--- config.mk ---
export PLATFORM = sky130hd
export DESIGN_NAME = mbm_log_mult_pipe
export DESIGN_NICKNAME = d
export VERILOG_FILES = /design/src/rtl/mbm_pkg.sv /design/src/rtl/mbm_lod.sv /design/src/rtl/mbm_log_mult_pipe.sv
export SDC_FILE = /design/constraint.sdc
export NUM_CORES = 1
export LEC_CHECK = 0
export CAP_MARGIN = 10
export CORE_ASPECT_RATIO = 1.25
export CORE_MARGIN = 3
export CORE_UTILIZATION = 50
export DETAILED_ROUTE_END_ITERATION = 10
export PLACE_DENSITY = 0.85
export RECOVER_POWER = 100
export SYNTH_ARGS = -nofsm -noshare
export SYNTH_HDL_FRONTEND = slang
export SYNTH_SLANG_ARGS = --single-unit
export TNS_END_PERCENT = 10
--- constraint.sdc ---
create_clock -name clk -period 3.2 [get_ports clk]
set_clock_uncertainty 0.1 [all_clocks]
set_input_delay 0.48 -clock clk [delete_from_list [all_inputs] [get_ports clk]]
set_output_delay 0.48 -clock clk [all_outputs]
set_load 0.01 [all_outputs]
--- src/rtl/mbm_pkg.sv ---
// mbm_pkg: shared definitions for the minimally-biased Mitchell (MBM) multiplier.
//   clog2        - constant ceil(log2) helper
//   MAX_W/MAX_F  - widest supported operand / fraction width
//   KW           - exponent field width, wide enough for any sum of two exponents plus carry
//   CORR_DEFAULT - default bias correction (10, about 2^7/12 for 7-bit fractions)
//   lod_t, add_t - stage payloads, sized for MAX_W so every WIDTH shares one type
package mbm_pkg;

  function automatic int unsigned clog2(input int unsigned v);
    int unsigned r;
    r = 0;
    for (int unsigned i = 0; i < 32; i++) begin
      if ((32'd1 << i) < v) r = i + 1;
    end
    return r;
  endfunction

  localparam int unsigned MAX_W        = 32;
  localparam int unsigned MAX_F        = MAX_W - 1;
  localparam int unsigned KW           = clog2(MAX_W) + 1;
  localparam int unsigned CORR_DEFAULT = 10;

  typedef struct packed {
    logic [KW-1:0]    k;   // leading-one index
    logic [MAX_F-1:0] x;   // fraction, left-aligned to F bits (upper bits zero)
    logic             z;   // operand was zero
  } lod_t;

  typedef struct packed {
    logic [KW-1:0]    ks;  // exponent sum including fraction carry
    logic [MAX_F-1:0] fr;  // corrected, saturated fraction (F bits used)
    logic             z;   // product forced to zero
  } add_t;

endpackage

--- src/rtl/mbm_lod.sv ---
// mbm_lod: combinational leading-one detector and fraction aligner.
//   i_op  - unsigned operand, WIDTH bits
//   o_lod - k = leading-one index, x = bits below it left-aligned into
//           F = WIDTH-1 bits, z = operand is zero
module mbm_lod
  import mbm_pkg::*;
#(
  parameter int unsigned WIDTH = 8
) (
  input  logic [WIDTH-1:0] i_op,
  output lod_t             o_lod
);

  localparam int unsigned F = WIDTH - 1;

  logic [MAX_W-1:0] w_opx;
  logic [KW-1:0]    w_k;
  logic [MAX_W-1:0] w_rem;

  assign w_opx = MAX_W'(i_op);

  // Highest set bit wins because later iterations overwrite earlier ones.
  always_comb begin
    w_k = '0;
    for (int unsigned i = 0; i < WIDTH; i++) begin
      if (w_opx[i[4:0]]) w_k = KW'(i);
    end
  end

  // Strip the leading one, then shift the remainder up so its MSB lands at bit F-1.
  assign w_rem   = w_opx & ~(MAX_W'(1) << w_k);
  assign o_lod.k = w_k;
  assign o_lod.x = MAX_F'(w_rem << (KW'(F) - w_k));
  assign o_lod.z = (i_op == '0);

endmodule

--- src/rtl/mbm_log_mult_pipe.sv ---
// mbm_log_mult_pipe: three-stage pipelined minimally-biased Mitchell multiplier.
//   Stage 1 LOD, stage 2 log add + bias correction, stage 3 antilog shift.
//   clk, rst          - clock, synchronous active-high reset
//   in_valid/in_ready - operand handshake; in_a, in_b operands; in_tag side-band
//   out_valid/out_ready - product handshake; out_p approximate product,
//                         out_tag echoed tag, out_zero an operand was zero
// Build option: define MBM_RND_EN to round the antilog half-up instead of truncating.
module mbm_log_mult_pipe
  import mbm_pkg::*;
#(
  parameter int unsigned WIDTH = 8,
  parameter int unsigned CORR  = CORR_DEFAULT,
  parameter int unsigned TAG_W = 4
) (
  input  logic               clk,
  input  logic               rst,
  input  logic               in_valid,
  output logic               in_ready,
  input  logic [WIDTH-1:0]   in_a,
  input  logic [WIDTH-1:0]   in_b,
  input  logic [TAG_W-1:0]   in_tag,
  output logic               out_valid,
  input  logic               out_ready,
  output logic [2*WIDTH-1:0] out_p,
  output logic [TAG_W-1:0]   out_tag,
  output logic               out_zero
);

  localparam int unsigned    F    = WIDTH - 1;
  localparam int unsigned    PW   = 2 * WIDTH + F;
  localparam logic [MAX_W-1:0] FMAX = (MAX_W'(1) << F) - MAX_W'(1);

  // Global stall: the whole pipe freezes while the output is blocked.
  logic w_stall;
  assign w_stall  = out_valid && !out_ready;
  assign in_ready = !w_stall;

  // Stage 1 inputs
  lod_t w_lod_a, w_lod_b;

  mbm_lod #(.WIDTH(WIDTH)) u_lod_a (.i_op(in_a), .o_lod(w_lod_a));
  mbm_lod #(.WIDTH(WIDTH)) u_lod_b (.i_op(in_b), .o_lod(w_lod_b));

  logic             r_v1, r_v2;
  lod_t             r_a1, r_b1;
  add_t             r_add2;
  logic [TAG_W-1:0] r_t1, r_t2;

  // Stage 2: log-domain add with bias correction
  logic [MAX_W-1:0] w_s, w_sf, w_fr;
  logic             w_carry;
  add_t             w_add;

  always_comb begin
    w_s     = MAX_W'(r_a1.x) + MAX_W'(r_b1.x);
    w_carry = (w_s >> F) != '0;
    w_sf    = w_s & FMAX;
    w_fr    = w_sf + (w_carry ? MAX_W'(CORR >> 1) : MAX_W'(CORR));
    w_add.fr = MAX_F'((w_fr > FMAX) ? FMAX : w_fr);
    w_add.ks = r_a1.k + r_b1.k + KW'(w_carry);
    w_add.z  = r_a1.z | r_b1.z;
  end

  // Stage 3: antilog, M = 1.fr shifted by ks then scaled back by 2^-F
  logic [PW-1:0]      w_m, w_sh, w_shr;
  logic [2*WIDTH-1:0] w_p;

  always_comb begin
    w_m  = PW'(r_add2.fr) | (PW'(1) << F);
    w_sh = w_m << r_add2.ks;
`ifdef MBM_RND_EN
    // Adding half an LSB before the shift equals adding bit F-1 after it.
    w_shr = w_sh + (PW'(1) << (F - 1));
`else
    w_shr = w_sh;
`endif
    w_p = r_add2.z ? '0 : (2*WIDTH)'(w_shr >> F);
  end

  always_ff @(posedge clk) begin
    if (rst) begin
      r_v1      <= 1'b0;
      r_v2      <= 1'b0;
      out_valid <= 1'b0;
      r_a1      <= '0;
      r_b1      <= '0;
      r_add2    <= '0;
      r_t1      <= '0;
      r_t2      <= '0;
      out_p     <= '0;
      out_tag   <= '0;
      out_zero  <= 1'b0;
    end else if (!w_stall) begin
      r_v1      <= in_valid;
      r_a1      <= w_lod_a;
      r_b1      <= w_lod_b;
      r_t1      <= in_tag;
      r_v2      <= r_v1;
      r_add2    <= w_add;
      r_t2      <= r_t1;
      out_valid <= r_v2;
      out_p     <= w_p;
      out_tag   <= r_t2;
      out_zero  <= r_add2.z;
    end
  end

endmodule

==> summary.md, run 1 <==
| Metric | Value |
|---|---|
| Hold endpoint | r_v1$_SDFFE_PP0N_ |
| Top sig layer | met4 |
| RSZ-0062 raised after global routing | true |
| Clk root buf | clkbuf_16 |
| Final Critical Period | 3.59 ns |
| Class of the worst hold path | flip-flop to flip-flop |
| DIE AREA | 0.0106 sq mm |
| Global-route wire length before repair | 20.8 mm |
| Top cells by area, synth | dfxtp_1 (35%), a21oi_1 (6.2%), ha_1 (5.6%) |
| Crit end category | flip-flop |
| Synth area leader | dfxtp_1 |
| Area grow syn2layout | 26.4% |
| Row count | 39 |
| Failing checks | max-capacitance violations, max-slew violations, negative setup slack |
| Post-Syn Area per Cell | 8.08 sq um |
| Worst-margin pin slew | 1.81 ns |
| Met3 wire len | 570 um |
| Post-DRT Antenna Nets | 0 |
| Die W | 92.9 um |
| Lkg Pwr | 2.42 nW |
| CP Class | flip-flop to flip-flop |
| Routed length on met1 | 4.94 mm |
| Num CTS Buffers | 9 |
| Register area share after synthesis | 0.348 |
| Dpl hpwl | 8.58 mm |
| Setup WS post-layout | -0.387 ns |
| GRT Overall Usage | 0.235 |
| Vias per inst | 5.99 |
| WL/cell | 15.8 um |
| Synth warn | 0 |
| Top FF cell, synth | dfxtp_1 |
| Initial antenna violation count | 0 |
| Final nets | 698 |
| R2r setup slk | -0.39 ns |
| Final setup vio count | 21 |
| I/O pin total | 47 |
| RR Startpoint | r_a1[1]$_SDFFE_PP0N_ |
| Non-Filler Instances | 777 |
| Buffers on Ports | 46 |
| Count of state elements after synthesis | 82 |
| Largest net degree at the start of global routing | 45 |
| Clk slew on worst S/H paths | 0.06 ns |
| CP Cell Sequence | ha_4 -> inv_2 -> fa_2 -> nor2b_4 -> o31ai_4 -> a21oi_1 -> or3_1 -> a32oi_2 -> nand3_2 -> buf_6 -> ha_4 -> a21oi_2 -> nor2b_1 -> o21a_1 -> nand4_1 -> a211oi_1 |
| Initial Utilization | 0.514 |
| Met2 routed WL | 6.37 mm |
| DRC viols | 0 |
| P per Cell Area | 482 mW/mm^2 |
| Clock buffer depth | 2 |
| Fillers | 760 |
| Share of the synthesized area in the top cell type | 0.348 |
| Syn Std Cell Area | 0.00472 sq mm |
| Startpoint Class | flip-flop |
| Crit path max fanout | 5 |
| Chip Height | 115 um |
| Max-cap violations | 1 |
| Hold path depth | 2 |
| Worst hold path startpoint | r_v1$_SDFFE_PP0N_ |
| FFs w/ async S/R, synth | 0 |
| Clk_lat worst skew | 0.34 ns |
| Gpl congestion | 0.933 |
| Reg2reg path depth | 16 |
| Worst slew margin | -0.204 |
| Slowest stage delay, CP | 0.36 ns |
| Hold Vio Cnt, Final | 0 |
| Outcome | complete, but fails checks |
| Antenna diode count | 0 |
| EDFF count, synth | 0 |
| Core area | 0.00917 sq mm |
| Post-Route WL | 12.3 mm |
| Dpl cells | 756 |
| Layout cell share with drive strength beyond 1 | 0.153 |
| Count of cell types in the netlist | 60 |
| Peak supply drop | 0.336 mV |
| Syn Inst Count | 584 |
| Fmax | 279 MHz |
| Hold buffers post-CTS | 0 |
| Vias in the first global route | 4586 |
| Crit share post-route | 1.12 |
| H-tree depth | 3 |
| First DRT Iteration DRCs | 366 |
| CTS tree | built |
| Vias | 4655 |
| Clock sink total | 82 |
| Pwr Total | 2.88 mW |
| Required time worst endpoint | 3.33 ns |
| Max stage delay cell, worst path | or3_1 |
| CP arrival | 3.72 ns |
| RR Endpoint | r_add2[1]$_SDFFE_PP0N_ |
| Total grt overflow | 0 |
| Slew Viols, Final | 45 |
| First-pass DRT Iterations | 6 |
| Most common cell on crit path | ha_4 |
| Syn nets | 633 |
worst max path at each step:
stage	startpoint	to	slack (ns)
floorplan	r_b1[1]$_SDFFE_PP0N_	r_add2[7]$_SDFFE_PP0N_	-0.11
global placement	r_b1[1]$_SDFFE_PP0N_	r_add2[7]$_SDFFE_PP0N_	-0.22
detailed placement	r_a1[1]$_SDFFE_PP0N_	r_add2[7]$_SDFFE_PP0N_	-0.43
CTS	r_a1[1]$_SDFFE_PP0N_	r_add2[7]$_SDFFE_PP0N_	-0.39
global route	r_a1[1]$_SDFFE_PP0N_	r_add2[5]$_SDFFE_PP0N_	-0.57
finish	r_a1[1]$_SDFFE_PP0N_	r_add2[1]$_SDFFE_PP0N_	-0.39
cell usage after synthesis, drive strengths merged (4+ instances only):
cell type	n
dfxtp	82
nand2	68
nor2	63
a21oi	61
o21ai	30
clkbuf	26
ha	21
a211oi	20
inv	20
nor3	18
mux2i	17
and2	16
a22oi	10
buf	9
nand3b	8
o21a	8
o31ai	8
nand3	7
nor2b	7
nand2b	6
a221oi	5
a32oi	5
nor4	5
xor2	5
a21o	4
a311oi	4
and3	4
fa	4
nor3b	4
o211ai	4
or3	4
state kept, by name, summed over array words and instances (netlist names), 4 cells and up:
name and cells:
r_t1 4, r_b1 19, r_t2 4, r_add2 12
out_tag 4, out_p 16, r_a1 19
layout make-up:
cell class	instances	area (sq um)	area share
multi-input cells	446	3000	0.503
flip-flops and latches	82	1650	0.276
repair buffers	89	774	0.130
clock buffers	9	225	0.0378
well taps	123	154	0.0258
clock inverters	7	85.1	0.0143
inverters	21	78.8	0.0132
cells by family (layout without fill, tap and decap cells):
group / after synthesis / count (layout) / synth area share
AND/OR/NAND/NOR: 211 / 211 / 0.211
XOR/XNOR: 8 / 8 / 0.0149
buffers and inverters: 56 / 126 / 0.0454
flip-flops: 82 / 82 / 0.348
adder cells (fa/ha/maj): 25 / 25 / 0.0727
multiplexers: 19 / 19 / 0.0408
AO/OA/AOI/OAI: 183 / 183 / 0.267
power breakdown:
group / total (mW) / leakage (nW) / internal [mW] / switching, mW
combinational: 0.645 / 1.60 / 0.306 / 0.339
sequential: 1.16 / 0.674 / 1.09 / 0.0730
clock: 1.07 / 0.150 / 0.618 / 0.453
critical path: cells and delay by family, from the launching register on:
family | cells | cell delay (ns)
and+or+nand+nor | 5 | 0.98
adders and majority gates | 3 | 0.64
DFF | 1 | 0.34
AOI/OAI and AO/OA | 6 | 1.20
buffers and inverters | 2 | 0.22
layout by cell type, fill, tap and decap left out, types with 4 or more instances in the layout:
master / n
dfxtp_1: 78
nand2_1: 68
nor2_1: 62
a21oi_1: 56
buf_4: 40
dlygate4sd3_1: 25
clkdlybuf4s50_1: 20
o21ai_0: 19
nor3_1: 18
inv_1: 18
a211oi_1: 17
mux2i_1: 17
ha_1: 17
and2_0: 11
o21ai_1: 11
a22oi_1: 9
clkbuf_16: 9
nand3b_1: 8
o21a_1: 8
nand2b_1: 6
nand3_1: 6
and2_1: 5
nor2b_1: 5
a221oi_1: 5
o31ai_1: 5
a21oi_2: 5
xor2_1: 5
a32oi_1: 4
nor3b_1: 4
o211ai_1: 4
or3_1: 4
a21o_1: 4
fa_2: 4
ha_4: 4
dfxtp_2: 4
metrics by stage:
stage               instance area [sq um]   util  TNS, ns  worst slack (ns)  hold WS, ns
floorplan                            4750      -   -0.738            -0.115        0.332
global placement                     5520  0.602    -1.42            -0.223        0.339
detailed placement                   5520  0.602    -3.25            -0.430        0.347
CTS                                  5880  0.641    -2.80            -0.394        0.356
global route                         5960  0.650    -8.90            -0.566        0.371
finish                               5960  0.650    -3.66            -0.387        0.354
layer usage:
metal	up-vias	GRT usage
met5	-	0
met4	0	0.0997
met3	33	0.0421
met2	163	0.420
met1	2213	0.274
li1	2246	-
what timing repair did:
item                                   in CTS  in global routing
resized for setup                           7                 14
endpoints found under the hold margin       0                  0
setup endpoints to repair                  10                 11
pin swaps                                  18                 13
setup buffers                               3                  2
cloned                                      0                  0
(Power assumes the default switching activity.)
==> inputs of run 2 (changes only) <==
--- a/config.mk
+++ b/config.mk
@@ -8,9 +8,9 @@
 export CAP_MARGIN = 10
 export CORE_ASPECT_RATIO = 1.25
 export CORE_MARGIN = 3
-export CORE_UTILIZATION = 50
+export CORE_UTILIZATION = 32
 export DETAILED_ROUTE_END_ITERATION = 10
-export PLACE_DENSITY = 0.85
+export PLACE_DENSITY = 0.61
 export RECOVER_POWER = 100
 export SYNTH_ARGS = -nofsm -noshare
 export SYNTH_HDL_FRONTEND = slang
==> constraint.sdc (replaced) <==
create_clock -name clk -period 3.9 [get_ports clk]
set_clock_uncertainty 0.1 [all_clocks]
set_input_delay 0.585 -clock clk [delete_from_list [all_inputs] [get_ports clk]]
set_output_delay 0.585 -clock clk [all_outputs]
set_load 0.01 [all_outputs]
==> run 2 against run 1 <==
  * The run now ends clean
  * Fmax down 2.2%
  * Sequential cell count unchanged
  * Clock-buffer cell count is 1 higher
  * First-iteration DRC count is 3.0% lower
  * Via count down 7.1%
  * Hold slack worse by 0.0036 ns
  * Largest power group unchanged
  * Sequential power decreased by 18%
  * Sequential share of layout area increased by 1.5 points
  * Highest routed layer unchanged
==> summary.md, run 2 (synthesis gave the netlist of run 1 again) <==
| Metric | Value |
|---|---|
| Met3 wire len | 357 um (-37%) |
| Post-route setup TNS | 0 ns (+3.66 ns) |
| Largest net degree at the start of global routing | 46 (+2.2%) |
| GRT Overall Usage | 0.145 (-0.0902) |
| Hold buffers post-CTS | 0 (unchanged) |
| Place WS | 0.000135 ns (+0.430 ns) |
| Critical Path Source | r_a1[1]$_SDFFE_PP0N_ |
| P per Cell Area | 389 mW/mm^2 (-19%) |
| Hold Vio Cnt, Final | 0 (unchanged) |
| Met2 routed WL | 5.68 mm (-11%) |
| Buffers on Ports | 46 (unchanged) |
| Row count | 49 (+26%) |
| Vias in the first global route | 4126 (-10%) |
| DRC viols | 0 (unchanged) |
| Vias | 4325 (-7.1%) |
| Final Critical Period | 3.67 ns (+0.0808 ns) |
| Layout cell share with drive strength beyond 1 | 0.0773 (-0.0756) |
| Most frequent cells in the layout | dfxtp_1 (82), nand2_1 (68), nor2_1 (63) |
| Routed length on met1 | 5.13 mm (+3.7%) |
| Initial Utilization | 0.327 (-0.187) |
| First-pass DRT Iterations | 5 (-1) |
| WL/cell | 14.3 um (-9.2%) |
| Area grow syn2layout | 19.6% |
| Worst hold path startpoint | r_t1[3]$_SDFFE_PP0N_ |
| First DRT Iteration DRCs | 355 (-3.0%) |
| Fillers | 1436 (+89%) |
| Crit share post-route | 0.941 (-0.180) |
| Global-route wire length before repair | 19.7 mm (-5.2%) |
| Final nets | 665 (-4.7%) |
| Clock sink total | 82 (unchanged) |
| CP Class | flip-flop to flip-flop |
| Final Core Density | 0.391 (-0.259) |
| DIE AREA | 0.0162 sq mm (+53%) |
| Vias per inst | 5.41 (-9.6%) |
| Non-Filler Instances | 799 (+2.8%) |
| Crit path max fanout | 5 (unchanged) |
| Clock buffer depth | 2 (unchanged) |
| CP arrival | 3.82 ns (+0.10 ns) |
| CTS tree | built |
| Outcome | complete, no violations |
| Crit end category | flip-flop |
| H-tree depth | 3 (unchanged) |
| Peak supply drop | 0.237 mV (-30%) |
| Clk root buf | clkbuf_16 |
| Worst-margin pin slew | 1.24 ns (-0.569 ns) |
| I/O pin total | 47 (unchanged) |
| Dpl cells | 778 (+2.9%) |
| RR Startpoint | r_a1[1]$_SDFFE_PP0N_ |
| Startpoint Class | flip-flop |
| Die W | 115 um (+23%) |
| Worst slew margin | 0.176 (+0.379) |
| Commonest non-fill, non-tap cell in the layout | dfxtp_1 |
| Core area | 0.0144 sq mm (+57%) |
| Antenna diode count | 0 (unchanged) |
| Slew Viols, Final | 0 (-100%) |
| Dpl hpwl | 8.26 mm (-3.8%) |
| Total grt overflow | 0 (unchanged) |
| Post-Route WL | 11.5 mm (-6.7%) |
| Class of the worst hold path | flip-flop to flip-flop |
| Pwr Total | 2.20 mW (-24%) |
| Initial antenna violation count | 0 (unchanged) |
| Chip Height | 142 um (+24%) |
| Required time worst endpoint | 4.05 ns (+0.72 ns) |
| Post-DRT Antenna Nets | 0 (unchanged) |
| Fmax | 273 MHz (-2.2%) |
| Final setup vio count | 0 (-100%) |
| Largest regs | r_a1 (19), r_b1 (19), out_p (16) |
| Lkg Pwr | 2.24 nW (-7.8%) |
| Gpl congestion | 0.917 (-1.7%) |
| Top sig layer | met4 |
| Clk_lat worst skew | 0.34 ns (about the same) |
| Num CTS Buffers | 9 (unchanged) |
| Clk slew on worst S/H paths | 0.06 ns (about the same) |
| Setup WS post-layout | 0.232 ns (+0.619 ns) |
| Max-cap violations | 0 (-1) |
## run 2: cell count changes in the layout (fill, tap and decap cells not counted), moves of 3 or more
cell,delta
buf_4,-32
dfxtp_1,+4
dfxtp_2,-4
ha_4,-4
clkdlybuf4s50_1,-3
dlygate4sd3_1,+3
## run 2: worst paths after layout
path	to	slack, ns	cells past startpoint
max	r_add2[34]$_SDFFE_PP0N_	0.23	15
min	r_t1[3]$_SDFFE_PP0N_	0.35	2
max reg2reg	r_add2[34]$_SDFFE_PP0N_	0.23	15
min reg2reg	r_t1[3]$_SDFFE_PP0N_	0.35	2
## run 2: cell type report
cell class / count / area [sq um] / area share
multi-input cells: 446 / 2900 / 0.514
flip-flops and latches: 82 / 1640 / 0.291
repair buffers: 56 / 523 / 0.0927
clock buffers: 10 / 229 / 0.0406
well taps: 178 / 223 / 0.0395
inverters: 21 / 78.8 / 0.0140
clock inverters: 6 / 47.5 / 0.00843
## run 2: critical path: stages, from the launching register on
cell	delay, ns
dfxtp_1	0.34
ha_2	0.20
inv_1	0.06
fa_2	0.38
nor2b_4	0.15
o31ai_4	0.11
a211oi_4	0.28
o21ai_1	0.13
a32oi_2	0.25
nand3_2	0.11
buf_4	0.15
buf_4	0.13
fa_1	0.40
fa_1	0.39
xnor2_1	0.14
a211oi_1	0.24
## run 2: metrics by stage
| step | hold slack [ns] | instance area, sq um |
|---|---|---|
| floorplan | 0.332 | 4720 |
| global placement | 0.339 | 5310 |
| detailed placement | 0.344 | 5310 |
| CTS | 0.352 | 5590 |
| global route | 0.365 | 5640 |
| finish | 0.351 | 5640 |
## run 2: report_power, final
| group | total [mW] | switching, mW | internal (mW) | leakage, nW |
|---|---|---|---|---|
| clock network | 0.803 | 0.362 | 0.441 | 0.140 |
| registers | 0.949 | 0.0559 | 0.894 | 0.672 |
| logic | 0.443 | 0.244 | 0.199 | 1.42 |
## run 2: what timing repair did
| item | CTS | global route |
|---|---|---|
| buffers inserted | 0 | 5 |
| pin swaps | 2 | 7 |
| gates resized for setup | 1 | 10 |
| cloned | 0 | 0 |
| setup endpoints to repair | 1 | 7 |
## run 2: routing by layer
metal	global-route usage	vias to the layer above
met4	0.0644	0
met5	0	-
met2	0.239	87
met1	0.184	2034
li1	-	2185
met3	0.0256	19
